[config.mk]
export PLATFORM = sky130hd
export DESIGN_NAME = lbp_scan_sched_flat
export DESIGN_NICKNAME = d
export VERILOG_FILES = /design/src/rtl/lbp_pkg.sv /design/src/rtl/lbp_scan_sched_if.sv /design/src/rtl/lbp_border_gen.sv /design/src/rtl/lbp_scan_sched.sv /design/src/flat_wrapper.sv
export SDC_FILE = /design/constraint.sdc
export NUM_CORES = 1
export LEC_CHECK = 0
export ABC_AREA = 1
export CAP_MARGIN = 0
export CORE_MARGIN = 1.5
export CORE_UTILIZATION = 51
export DETAILED_ROUTE_END_ITERATION = 6
export PLACE_DENSITY_LB_ADDON = 0.25
export SYNTH_ARGS = -nofsm -noshare
export SYNTH_HDL_FRONTEND = slang
export SYNTH_SLANG_ARGS = --single-unit
[constraint.sdc]
create_clock -name clk -period 2.3 [get_ports clk]
set_input_delay 0.46 -clock clk [delete_from_list [all_inputs] [get_ports clk]]
set_output_delay 0.46 -clock clk [all_outputs]
set_load 0.01 [all_outputs]
[src/rtl/lbp_pkg.sv]
// lbp_pkg: shared types and defaults for the LBP scan scheduler.
package lbp_pkg;
    localparam int DEF_WIDTH = 128;
    typedef enum logic [2:0] {IDLE, START, WAIT, WRITE, BORDER, DONE} state_t;
    typedef enum logic [1:0] {TOP, RIGHT, BOTTOM, LEFT} edge_t;
endpackage

[src/rtl/lbp_scan_sched_if.sv]
// lbp_scan_sched_if: engine handshake and result-memory write port of the scan scheduler.
interface lbp_scan_sched_if #(parameter int CW = 7);
    logic gray_ready;
    logic eng_start;
    logic [CW-1:0] eng_row;
    logic [CW-1:0] eng_col;
    logic eng_done;
    logic [7:0] eng_lbp;
    logic [2*CW-1:0] lbp_addr;
    logic [7:0] lbp_data;
    logic lbp_valid;
    logic finish;
    logic busy;
    modport master (
        input  gray_ready, eng_done, eng_lbp,
        output eng_start, eng_row, eng_col, lbp_addr, lbp_data, lbp_valid, finish, busy
    );
    modport slave (
        output gray_ready, eng_done, eng_lbp,
        input  eng_start, eng_row, eng_col, lbp_addr, lbp_data, lbp_valid, finish, busy
    );
endinterface

[src/rtl/lbp_border_gen.sv]
// lbp_border_gen: maps (edge, position) to a border pixel address; step marks the end of an edge, last the final border pixel.
module lbp_border_gen
    import lbp_pkg::*;
#(
    parameter int WIDTH = DEF_WIDTH,
    parameter int CW = $clog2(WIDTH)
) (
    input  edge_t           edge_sel,
    input  logic [CW-1:0]   pos,
    output logic [2*CW-1:0] addr,
    output logic            step,
    output logic            last
);
    localparam logic [CW-1:0] MAX = CW'(WIDTH - 1);
    localparam logic [CW-1:0] M2 = CW'(WIDTH - 2);
    logic [CW-1:0] row;
    logic [CW-1:0] col;
    // Edge lengths: top W, right W-1, bottom W-1, left W-2 (corners owned by the earlier edge)
    always_comb begin
        row  = edge_sel == TOP ? '0 : edge_sel == RIGHT ? pos + 1'b1 : edge_sel == BOTTOM ? MAX : M2 - pos;
        col  = edge_sel == TOP ? pos : edge_sel == RIGHT ? MAX : edge_sel == BOTTOM ? M2 - pos : '0;
        step = edge_sel == TOP ? pos == MAX : edge_sel == LEFT ? pos == CW'(WIDTH - 3) : pos == M2;
        last = edge_sel == LEFT && step;
    end
    assign addr = {row, col};
endmodule

[src/rtl/lbp_scan_sched.sv]
// lbp_scan_sched: walks interior pixels through the LBP engine, then writes a zero border.
module lbp_scan_sched
    import lbp_pkg::*;
#(
    parameter int WIDTH = DEF_WIDTH,
    parameter int CW = $clog2(WIDTH)
) (
    input logic clk,
    input logic reset,
    lbp_scan_sched_if.master bus
);
    localparam logic [CW-1:0] ONE = CW'(1);
    localparam logic [CW-1:0] M2 = CW'(WIDTH - 2);
    state_t state, state_nxt;
    edge_t edge_sel;
    logic [CW-1:0] row, col, pos;
    logic [7:0] code;
    logic [2*CW-1:0] b_addr;
    logic b_step, b_last, row_end, last_px;

    assign row_end = col == M2;
    assign last_px = row_end && row == M2;

    lbp_border_gen #(.WIDTH(WIDTH), .CW(CW)) u_border (
        .edge_sel(edge_sel),
        .pos(pos),
        .addr(b_addr),
        .step(b_step),
        .last(b_last)
    );

    always_ff @(posedge clk)
        if (reset) state <= IDLE;
        else state <= state_nxt;

    always_comb begin
        state_nxt = state;
        case (state)
            IDLE:    state_nxt = bus.gray_ready ? START : IDLE;
            START:   state_nxt = WAIT;
            WAIT:    state_nxt = bus.eng_done ? WRITE : WAIT;
            WRITE:   state_nxt = last_px ? BORDER : START;
            BORDER:  state_nxt = b_last ? DONE : BORDER;
            DONE:    state_nxt = IDLE;
            default: state_nxt = IDLE;
        endcase
        bus.eng_start = state == START;
        bus.eng_row   = row;
        bus.eng_col   = col;
        bus.lbp_valid = state == WRITE || state == BORDER;
        bus.lbp_addr  = state == WRITE ? {row, col} : state == BORDER ? b_addr : '0;
        bus.lbp_data  = state == WRITE ? code : '0;
        bus.finish    = state == DONE;
        bus.busy      = state != IDLE;
    end

    always_ff @(posedge clk)
        if (reset) begin
            row      <= ONE;
            col      <= ONE;
            pos      <= '0;
            edge_sel <= TOP;
            code     <= '0;
        end else begin
            if (state == WAIT && bus.eng_done) code <= bus.eng_lbp;
            if (state == WRITE) begin
                if (last_px) begin
                    pos      <= '0;
                    edge_sel <= TOP;
                end else if (row_end) begin
                    col <= ONE;
                    row <= row + 1'b1;
                end else col <= col + 1'b1;
            end
            if (state == BORDER) begin
                pos      <= b_step ? '0 : pos + 1'b1;
                edge_sel <= b_step ? edge_t'(edge_sel + 2'd1) : edge_sel;
            end
            if (state == DONE) begin
                row <= ONE;
                col <= ONE;
            end
        end
endmodule

[src/flat_wrapper.sv]
// flat-port wrapper written by rule: the top's interface ports become plain ports
module lbp_scan_sched_flat import lbp_pkg::*;
#(
    parameter int WIDTH = DEF_WIDTH,
    parameter int CW = $clog2(WIDTH)
)
  (clk, reset, bus_gray_ready, bus_eng_done, bus_eng_lbp, bus_eng_start, bus_eng_row, bus_eng_col, bus_lbp_addr, bus_lbp_data, bus_lbp_valid, bus_finish, bus_busy);
  lbp_scan_sched_if #(.CW(CW)) bus_i ();
  input logic clk;
  input logic reset;
  input wire logic [$bits(bus_i.gray_ready)-1:0] bus_gray_ready;
  input wire logic [$bits(bus_i.eng_done)-1:0] bus_eng_done;
  input wire logic [$bits(bus_i.eng_lbp)-1:0] bus_eng_lbp;
  output wire logic [$bits(bus_i.eng_start)-1:0] bus_eng_start;
  output wire logic [$bits(bus_i.eng_row)-1:0] bus_eng_row;
  output wire logic [$bits(bus_i.eng_col)-1:0] bus_eng_col;
  output wire logic [$bits(bus_i.lbp_addr)-1:0] bus_lbp_addr;
  output wire logic [$bits(bus_i.lbp_data)-1:0] bus_lbp_data;
  output wire logic [$bits(bus_i.lbp_valid)-1:0] bus_lbp_valid;
  output wire logic [$bits(bus_i.finish)-1:0] bus_finish;
  output wire logic [$bits(bus_i.busy)-1:0] bus_busy;
  assign bus_i.gray_ready = bus_gray_ready;
  assign bus_i.eng_done = bus_eng_done;
  assign bus_i.eng_lbp = bus_eng_lbp;
  assign bus_eng_start = bus_i.eng_start;
  assign bus_eng_row = bus_i.eng_row;
  assign bus_eng_col = bus_i.eng_col;
  assign bus_lbp_addr = bus_i.lbp_addr;
  assign bus_lbp_data = bus_i.lbp_data;
  assign bus_lbp_valid = bus_i.lbp_valid;
  assign bus_finish = bus_i.finish;
  assign bus_busy = bus_i.busy;
  lbp_scan_sched #(.WIDTH(WIDTH), .CW(CW)) u_core (.clk(clk), .reset(reset), .bus(bus_i));
endmodule
=== Yosys cells after proc, flatten, opt, wreduce, memory -nomap -nowiden ===
Index checks and enable logic that the tools add are counted.

* Add/subtract/negate cells: 5
* Eq/ne operators: 14
* Muxes and demuxes: 25
* Bitwise gates (word level): 1
* Reductions and logical operators: 14

{| class="wikitable"
|+ Operators by type and width
! operator !! count
|-
| 7-bit 2-to-1 mux || 11
|-
| 7-bit == test (second input constant) || 5
|-
| 14-bit 2-to-1 mux || 2
|-
| 7-bit by 1-bit adder with 7-bit output (second input constant) || 3
|-
| 3-bit case mux with 5 select lines || 1
|-
| 2-bit 2-to-1 mux || 4
|-
| 8-bit 2-to-1 mux || 1
|-
| 7-bit subtractor (first input constant) || 1
|-
| 3-bit by 2-bit == test with 1-bit output (second input constant) || 2
|-
| 3-bit == test (second input constant) || 2
|-
| 3-bit AND reduction || 2
|-
| 1-bit 2-to-1 mux || 5
|-
| 2-bit == test (second input constant) || 2
|-
| 2-bit AND reduction || 2
|-
| 2-bit nonzero test || 2
|-
| 3-bit by 1-bit == test with 1-bit output (second input constant) || 1
|-
| 1-bit logical AND || 3
|-
| 3-bit zero test || 1
|-
| 3-bit 2-to-1 mux || 1
|-
| 3-bit nonzero test || 1
|-
| 2-bit by 1-bit adder with 2-bit output (second input constant) || 1
|-
| 2-bit by 1-bit == test with 1-bit output (second input constant) || 1
|-
| 2-bit zero test || 1
|-
| 2-bit by 1-bit inequality test with 1-bit output (second input constant) || 1
|-
| other kinds (3) || 3
|}

* Flip-flop bits (word level): 34
* Input port bits: 12
* Output and inout port bits: 40
* Word-level logic and storage cells: 65

=== Logic depth before layout (Yosys ltp) ===
Gate-level depths: netlist (run 1).

* Depth after elaboration: 6
* Depth in mapped cells: 10
* Mapped depth without buffers: 10

=== Cells and area by module ===
From an unflattened synthesis (run 1), not the netlist that was laid out.

* Cell total of the unflattened synthesis: 357
* Area, all modules: 2366.0 sq um

{| class="wikitable"
|+ Modules (own cells, without submodules)
! module !! instances !! cells an instance !! area an instance (sq um) !! seq. area each (sq um)
|-
| lbp_scan_sched || 1 || 271 || 1934.4 || 680.7
|-
| lbp_border_gen || 1 || 86 || 431.7 || 0.0
|}

=== Least setup slack after synthesis (run 1) ===
Ideal clock, no wire load.

* Path type: reg-to-output
* Start: register u_core.edge_sel[0]
* End: output port bus_lbp_addr[9]
* Data arrival time: 1349 ps
* Data required time: 1840 ps
* Slack: 491 ps
* Cell stages (with the launch flop): 7
* Path buffers: 0
* Path through: dfxtp_1 > inv_1 > ha_1 > nor2_1 > inv_1 > o221ai_1 > nand2_1

* Longest elaborated chain between the ends: 6
* Elaborated cells on any way between the ends: 8
* Classes of those cells: eq/ne: 2; mux: 5; reduce/logical: 1

{| class="wikitable"
|+ Ends and longest elaborated chain
! what !! line !! RTL
|-
| start, declared || lbp_scan_sched.sv:15 || <nowiki>edge_t edge_sel;</nowiki>
|-
| start signal, assigned || lbp_scan_sched.sv:77 || <nowiki>edge_sel <= b_step ? edge_t'(edge_sel + 2'd1) : edge_sel;</nowiki>
|-
| 2-bit == test || lbp_border_gen.sv:20 || <nowiki>row = edge_sel == TOP ? '0 : edge_sel == RIGHT ? pos + 1'b1 : edge_sel == BOTTOM ? MAX : M2 - pos;</nowiki>
|-
| 7-bit 2-to-1 mux (2 in series) || lbp_border_gen.sv:20 ||
|-
| 7-bit 2-to-1 mux * || lbp_border_gen.sv:20 ||
|-
| 14-bit 2-to-1 mux * (2 in series) || lbp_scan_sched.sv:51 || <nowiki>bus.lbp_addr = state == WRITE ? {row, col} : state == BORDER ? b_addr : '0;</nowiki>
|-
| end, declared || flat_wrapper.sv:17 || <nowiki>output wire logic [$bits(bus_i.lbp_addr)-1:0] bus_lbp_addr;</nowiki>
|}

Every way passes the cells marked *; elsewhere a longest branch is shown, timed or not.

=== Worst setup path in the final report (run 1) ===
* Start: register u_core.edge_sel[0]
* End: output port bus_lbp_addr[7]

Same word-level chain as after synthesis.

==> impl_metrics.json, run 1 <==
{
  "cts-root-buf": "clkbuf_8",
  "relSlewSlack_pct": 82.2,
  "whs_path_depth": 2,
  "port_buffers": 51,
  "via_per_inst": 5.40,
  "clockPowerShare_pct": 38.9,
  "peakVddDrop_mv": 0.443,
  "post-route-drc-count": 0,
  "cts_tree": "done",
  "power_density_mw_per_mm2": 371,
  "max_freq_ghz": 0.405,
  "cp.arrival_ns": 2.01,
  "hold_start": "u_core.code[6]",
  "antenna_cells": 0,
  "synth_cell_types": 37,
  "hp-class": "reg -> reg",
  "die_h_um": 70.7,
  "ys.flop_type": "dfxtp_1",
  "grt_usage_pct": 26.4,
  "synth_nets": 377,
  "start_kind": "flip-flop",
  "cp.required_ns": 1.84,
  "hold_buffers": 0,
  "synth_top_cell_by_area": "dfxtp_1",
  "grt_max_degree": 12,
  "finalCriticalPeriod_ns": 2.47,
  "clock_path_buffers": 2,
  "first_pass_iters": 5,
  "gp_congestion": 0.917,
  "whs_endpoint": "u_core.code[6]",
  "p_comb_share_pct": 10.2,
  "hold_viol": 0,
  "core_sq_mm": 0.00438,
  "netlist_instances": 353,
  "setup_viol": 3,
  "die_w_um": 70.7,
  "grt_pass1_vias": 2419,
  "r2r_end": "u_core.edge_sel[0]",
  "synth_commonest_cells": "83 x nand2_1, 42 x inv_1, 34 x dfxtp_1",
  "r2r_cells": 9,
  "p_seq_share_pct": 51.0,
  "io_pins": 52,
  "cts.sinks": 34,
  "p_switching_mw": 0.294,
  "crit_path_end_kind": "output pin",
  "p_int_mw": 0.901,
  "dieArea_sq_mm": 0.00500,
  "violations": "negative setup slack",
  "syn_area_sq_mm": 0.00234,
  "drive_gt1_share_pct": 19.1,
  "syn_area_per_cell_sq_um": 6.62,
  "layout.nets": 453,
  "rsz0062_at_grt": "true",
  "numCtsBuffers": 5,
  "crit_type": "reg -> out",
  "area.growth.synth_to_final_pct": 37.9,
  "power.total_mw": 1.20,
  "finalWirelength_um": 6670,
  "vias": 2604,
  "initial_utilization_pct": 53.3,
  "ys_seq_elements": 34,
  "tns_ns": -0.434,
  "yosysSeqAreaShare_pct": 29.1,
  "yosys.area.top_type_share_pct": 29.1,
  "tightestPinTransition_ns": 0.265,
  "p_leak_nw": 1.39,
  "r2r-start": "u_core.bus.eng_col[0]",
  "yosys_warnings": 0,
  "grt_first_pass_wirelength_um": 10800,
  "clock_skew_ns": 0.00502,
  "hpwl_um": 4970,
  "overflow": 0,
  "ys_async_sr_fraction_pct": 0,
  "outcome": "complete, but fails checks",
  "swShare_pct": 24.6,
  "detail_route.iter0.violations": 262,
  "ant_nets": 0,
  "regToRegSetupSlack_ns": 0.58,
  "synth_area_leaders": "dfxtp_1 29%, nand2_1 13%, inv_1 6.7%",
  "htree_levels": 2,
  "maxCapViolCount": 0,
  "clkTransAtPathRegs_ns": 0.07,
  "antenna_found_initial": 0,
  "finalCritPeriodShare_pct": 107,
  "synth_edf_count": 0,
  "wl_per_cell_um": 13.8,
  "post-synth-top-count-cell": "nand2_1",
  "clk_latency_ns": 0.29,
  "floorplan.rows": 24,
  "finalWorstSetupSlack_ns": -0.170,
  "crit_fanout": 4,
  "drv_slew": 0
}
## state kept, by name (all words and copies together) (netlist names)
| signal | flops |
|---|---|
| u_core.bus.eng_col | 7 |
| u_core.bus.eng_row | 7 |
| u_core.code | 8 |
| u_core.edge_sel | 2 |
| u_core.pos | 7 |
| u_core.state | 3 |
## metal layers
metal / vias up / part of all wire (%) / global-route usage (%)
li1: 1300 / - / -
met1: 1202 / 42 / 33.1
met2: 92 / 50 / 46.0
met3: 10 / 6.5 / 4.84
met4: 0 / 1.4 / 7.97
met5: - / 0 / 0
## power by group through the flow
stage               combinational, mW  sequential, mW  clock [mW]
floorplan                      0.0609           0.622           0
global placement                0.117           0.622           0
detailed placement              0.119           0.623           0
CTS                             0.121           0.611       0.472
global route                    0.133           0.610       0.497
finish                          0.122           0.609       0.464
## placed cells by master (no fill, tap or decap), drive strengths merged, types with 3 or more instances in the layout
master and n:
xor2 7, dfxtp 34, nand4 6, a21oi 31, o21ai 22, inv 47
ha 12, clkbuf 9, clkdlybuf4s50 40, o22ai 6, nand2 88, buf 30
xnor2 3, dlygate4sd2 7, nand3 34, nor2 36
## stage by stage
step | cells | hold slack (ns) | setup slack (ns) | cell area (sq um) | utilization, %
3_5_place_dp | 473 | 0.445 | 0.00000133 | 3070 | 70.0
5_1_grt | 482 | 0.480 | -0.294 | 3220 | 73.5
3_3_place_gp | 473 | 0.437 | 0.0557 | 3070 | 70.0
2_1_floorplan | 353 | 0.430 | 0.491 | 2340 | -
6_report | 482 | 0.450 | -0.170 | 3220 | 73.5
4_1_cts | 482 | 0.455 | -0.188 | 3180 | 72.5
## logic make-up (layout without fill, tap and decap cells)
group / Yosys count / after routing / share of synthesized area, %
adders and majority gates: 12 / 12 / 6.43
and+or+nand+nor: 171 / 171 / 34.5
buffers and inverters: 60 / 137 / 10.3
xor gates and xnor gates: 10 / 10 / 3.75
DFF: 34 / 34 / 29.1
AOI/OAI and AO/OA: 66 / 66 / 15.9
## worst max-delay path: stages (launching register included)
cell	delay, ns
dfxtp_2	0.33
inv_1	0.11
ha_2	0.23
nor2_4	0.06
buf_4	0.14
nand2_1	0.06
o21ai_0	0.09
o22ai_1	0.15
clkdlybuf4s50_1	0.56
## final cells by class
type | count | area (sq um)
tap | 52 | 65.1
inverter | 48 | 181
clock inverter | 1 | 5.00
timing repair buffer | 81 | 719
multi-input combinational | 259 | 1470
sequential | 34 | 693
clock buffer | 7 | 86.3
fill | 354 | 1160
## how the worst max path moves through the flow
stage | start | endpoint
floorplan | u_core.edge_sel[0] | bus_lbp_addr[9]
global placement | u_core.pos[0] | bus_lbp_addr[13]
detailed placement | u_core.pos[0] | bus_lbp_addr[13]
CTS | u_core.edge_sel[1] | bus_lbp_addr[7]
global route | u_core.edge_sel[0] | bus_lbp_addr[6]
finish | u_core.edge_sel[0] | bus_lbp_addr[7]
## what timing repair did
action | in CTS | in global routing
setup buffers | 1 | 0
gates resized for setup | 20 | 23
endpoints found under the setup margin | 14 | 13
hold endpoints to repair | 0 | 0
gates cloned | 0 | 0
pin swaps | 1 | 0
Power figures use the tool's default switching activity.
==> run 2: changes to the inputs <==
--- a/config.mk
+++ b/config.mk
@@ -9,7 +9,9 @@
 export CAP_MARGIN = 0
 export CORE_MARGIN = 1.5
 export CORE_UTILIZATION = 51
+export CTS_CLUSTER_DIAMETER = 200
 export DETAILED_ROUTE_END_ITERATION = 6
+export GPL_TIMING_DRIVEN = 0
 export PLACE_DENSITY_LB_ADDON = 0.25
 export SYNTH_ARGS = -nofsm -noshare
 export SYNTH_HDL_FRONTEND = slang
==> impl_metrics.json, run 2 (same netlist as run 1, synthesis figures left out) <==
{
  "cp.arrival_ns": 1.77,
  "crit_path_max_incr_delay_ns": 0.53,
  "dpl_cell_area_sq_mm": 0.00290,
  "outcome": "finished, final reports clean",
  "design_area_sq_mm": 0.00316,
  "initial_utilization_pct": 53.3,
  "dieArea_sq_mm": 0.00500,
  "multi_input_area_sq_mm": 0.00152,
  "via_per_inst": 5.35,
  "floorplan.rows": 24,
  "crit_type": "reg -> out",
  "final-seq-area_sq_um": 696,
  "post-route-drc-count": 0,
  "post-place-ws_ns": -0.254,
  "layout_common_cells": "81 x nand2_1, 34 x inv_1, 31 x a21oi_1",
  "cts-root-buf": "clkbuf_8",
  "tightestPinTransition_ns": 0.506,
  "hpwl_um": 4650,
  "cts_tree": "done",
  "grt_max_degree": 11,
  "p_switching_mw": 0.296,
  "grt_usage_pct": 26.0,
  "critPathMostFrequentCell": "buf_4",
  "port_buffers": 50,
  "p_seq_share_pct": 52.9,
  "r2r_cells": 9,
  "antenna_cells": 0,
  "fillCellCount": 364,
  "swShare_pct": 25.7,
  "crit_path_end_kind": "output pin",
  "antenna_found_initial": 0,
  "path_cells": "nand3_2 > buf_4 > buf_4 > nand2_1 > clkdlybuf4s50_1",
  "whs_path_depth": 2,
  "p_leak_nw": 1.48,
  "core_sq_mm": 0.00438,
  "power.total_mw": 1.15,
  "r2r_end": "u_core.edge_sel[1]",
  "finalWirelength_um": 6490,
  "detail_route.iter0.violations": 196,
  "clk_latency_ns": 0.29,
  "numCtsBuffers": 5,
  "die_w_um": 70.7,
  "grt_pass1_vias": 2245,
  "area.growth.synth_to_final_pct": 35.5,
  "drv_slew": 0,
  "regToRegSetupSlack_ns": 0.57,
  "peakVddDrop_mv": 0.256,
  "gp_congestion": 0.894,
  "finalWorstSetupSlack_ns": 0.0718,
  "clockPowerShare_pct": 37.4,
  "whs_endpoint": "u_core.code[5]",
  "io_pins": 52,
  "die_h_um": 70.7,
  "vias": 2500,
  "overflow": 0,
  "clock_path_buffers": 2,
  "first_pass_iters": 4,
  "whs_ns": 0.455,
  "crit_slowest_cell": "clkdlybuf4s50_1",
  "relSlewSlack_pct": 66.2,
  "hold_start": "u_core.code[5]",
  "clkTransAtPathRegs_ns": 0.07,
  "p_comb_share_pct": 9.8,
  "wl_per_cell_um": 13.9,
  "htree_levels": 2,
  "ant_nets": 0,
  "cp.required_ns": 1.84,
  "hold_viol": 0,
  "drive_gt1_share_pct": 19.5,
  "maxCapViolCount": 0,
  "max_freq_ghz": 0.449,
  "rsz0062_at_grt": "true",
  "cts.sinks": 34,
  "p_int_mw": 0.853,
  "finalCriticalPeriod_ns": 2.23,
  "r2r-start": "u_core.bus.eng_col[0]",
  "largest_reg_flops": 8,
  "layout.nets": 439,
  "layout_commonest_cell": "nand2_1",
  "finalCritPeriodShare_pct": 96.9,
  "crit_fanout": 10,
  "power_density_mw_per_mm2": 363,
  "clock_skew_ns": 0.00970,
  "grt_first_pass_wirelength_um": 10600,
  "hp-class": "reg -> reg",
  "setup_viol": 0,
  "top_register": "u_core.code",
  "start_kind": "flip-flop"
}
[run 2: area by class of cell]
type                    count  share of cell area, %
clock inverters             2                  0.316
multi-input cells         259                   48.1
repair buffers             55                   16.8
clock buffers               5                   2.17
inverters                  48                   6.09
well taps                  52                   2.06
plain buffers              12                   2.49
flip-flops and latches     34                   22.0
[run 2: power by group through the flow]
stage	Clock, mW	Combinational, mW	Sequential, mW
after floorplan	0	0.0609	0.622
after global placement	0	0.108	0.622
after detailed placement	0	0.110	0.623
after CTS	0.430	0.112	0.607
after global routing	0.458	0.123	0.608
final	0.429	0.112	0.607
[run 2: critical path: cells and delay by family, from the launching register on]
kind	cells	cell delay (ns)
and+or+nand+nor	2	0.18
DFF	1	0.39
buffers and inverters	3	0.90
[run 2: per-stage QoR]
| stage | std cells | util [%] | TNS (ns) |
|---|---|---|---|
| after floorplan | 353 | - | 0 |
| after global placement | 455 | 66.2 | -1.51 |
| after detailed placement | 455 | 66.2 | -1.54 |
| after CTS | 464 | 70.3 | -0.274 |
| after global routing | 467 | 72.2 | -0.0381 |
| final | 467 | 72.2 | 0 |
[run 2: worst max-delay path by stage]
stage	from	endpoint	slack [ns]	cells past startpoint
after global routing	u_core.pos[1]	bus_lbp_addr[13]	-0.02	8
final	u_core.state[0]	bus_lbp_valid	0.07	5
after CTS	u_core.edge_sel[0]	bus_lbp_addr[3]	-0.13	7
after floorplan	u_core.edge_sel[0]	bus_lbp_addr[9]	0.49	6
after detailed placement	u_core.pos[0]	bus_lbp_addr[13]	-0.25	8
after global placement	u_core.pos[0]	bus_lbp_addr[13]	-0.25	8
[run 2: timing repair]
| item | in CTS | in global routing |
|---|---|---|
| gates resized for setup | 48 | 38 |
| cloned | 0 | 0 |
| setup endpoints to repair | 23 | 20 |
| hold buffers | 0 | 0 |
| pin swaps | 0 | 3 |
| buffers inserted | 2 | 3 |
[run 2: metal layers]
| layer | global-route usage (%) | part of all wire [%] |
|---|---|---|
| met1 | 35.7 | 45 |
| met2 | 42.5 | 48 |
| met3 | 3.85 | 5.9 |
| met4 | 7.55 | 1.0 |
| met5 | 0 | 0 |
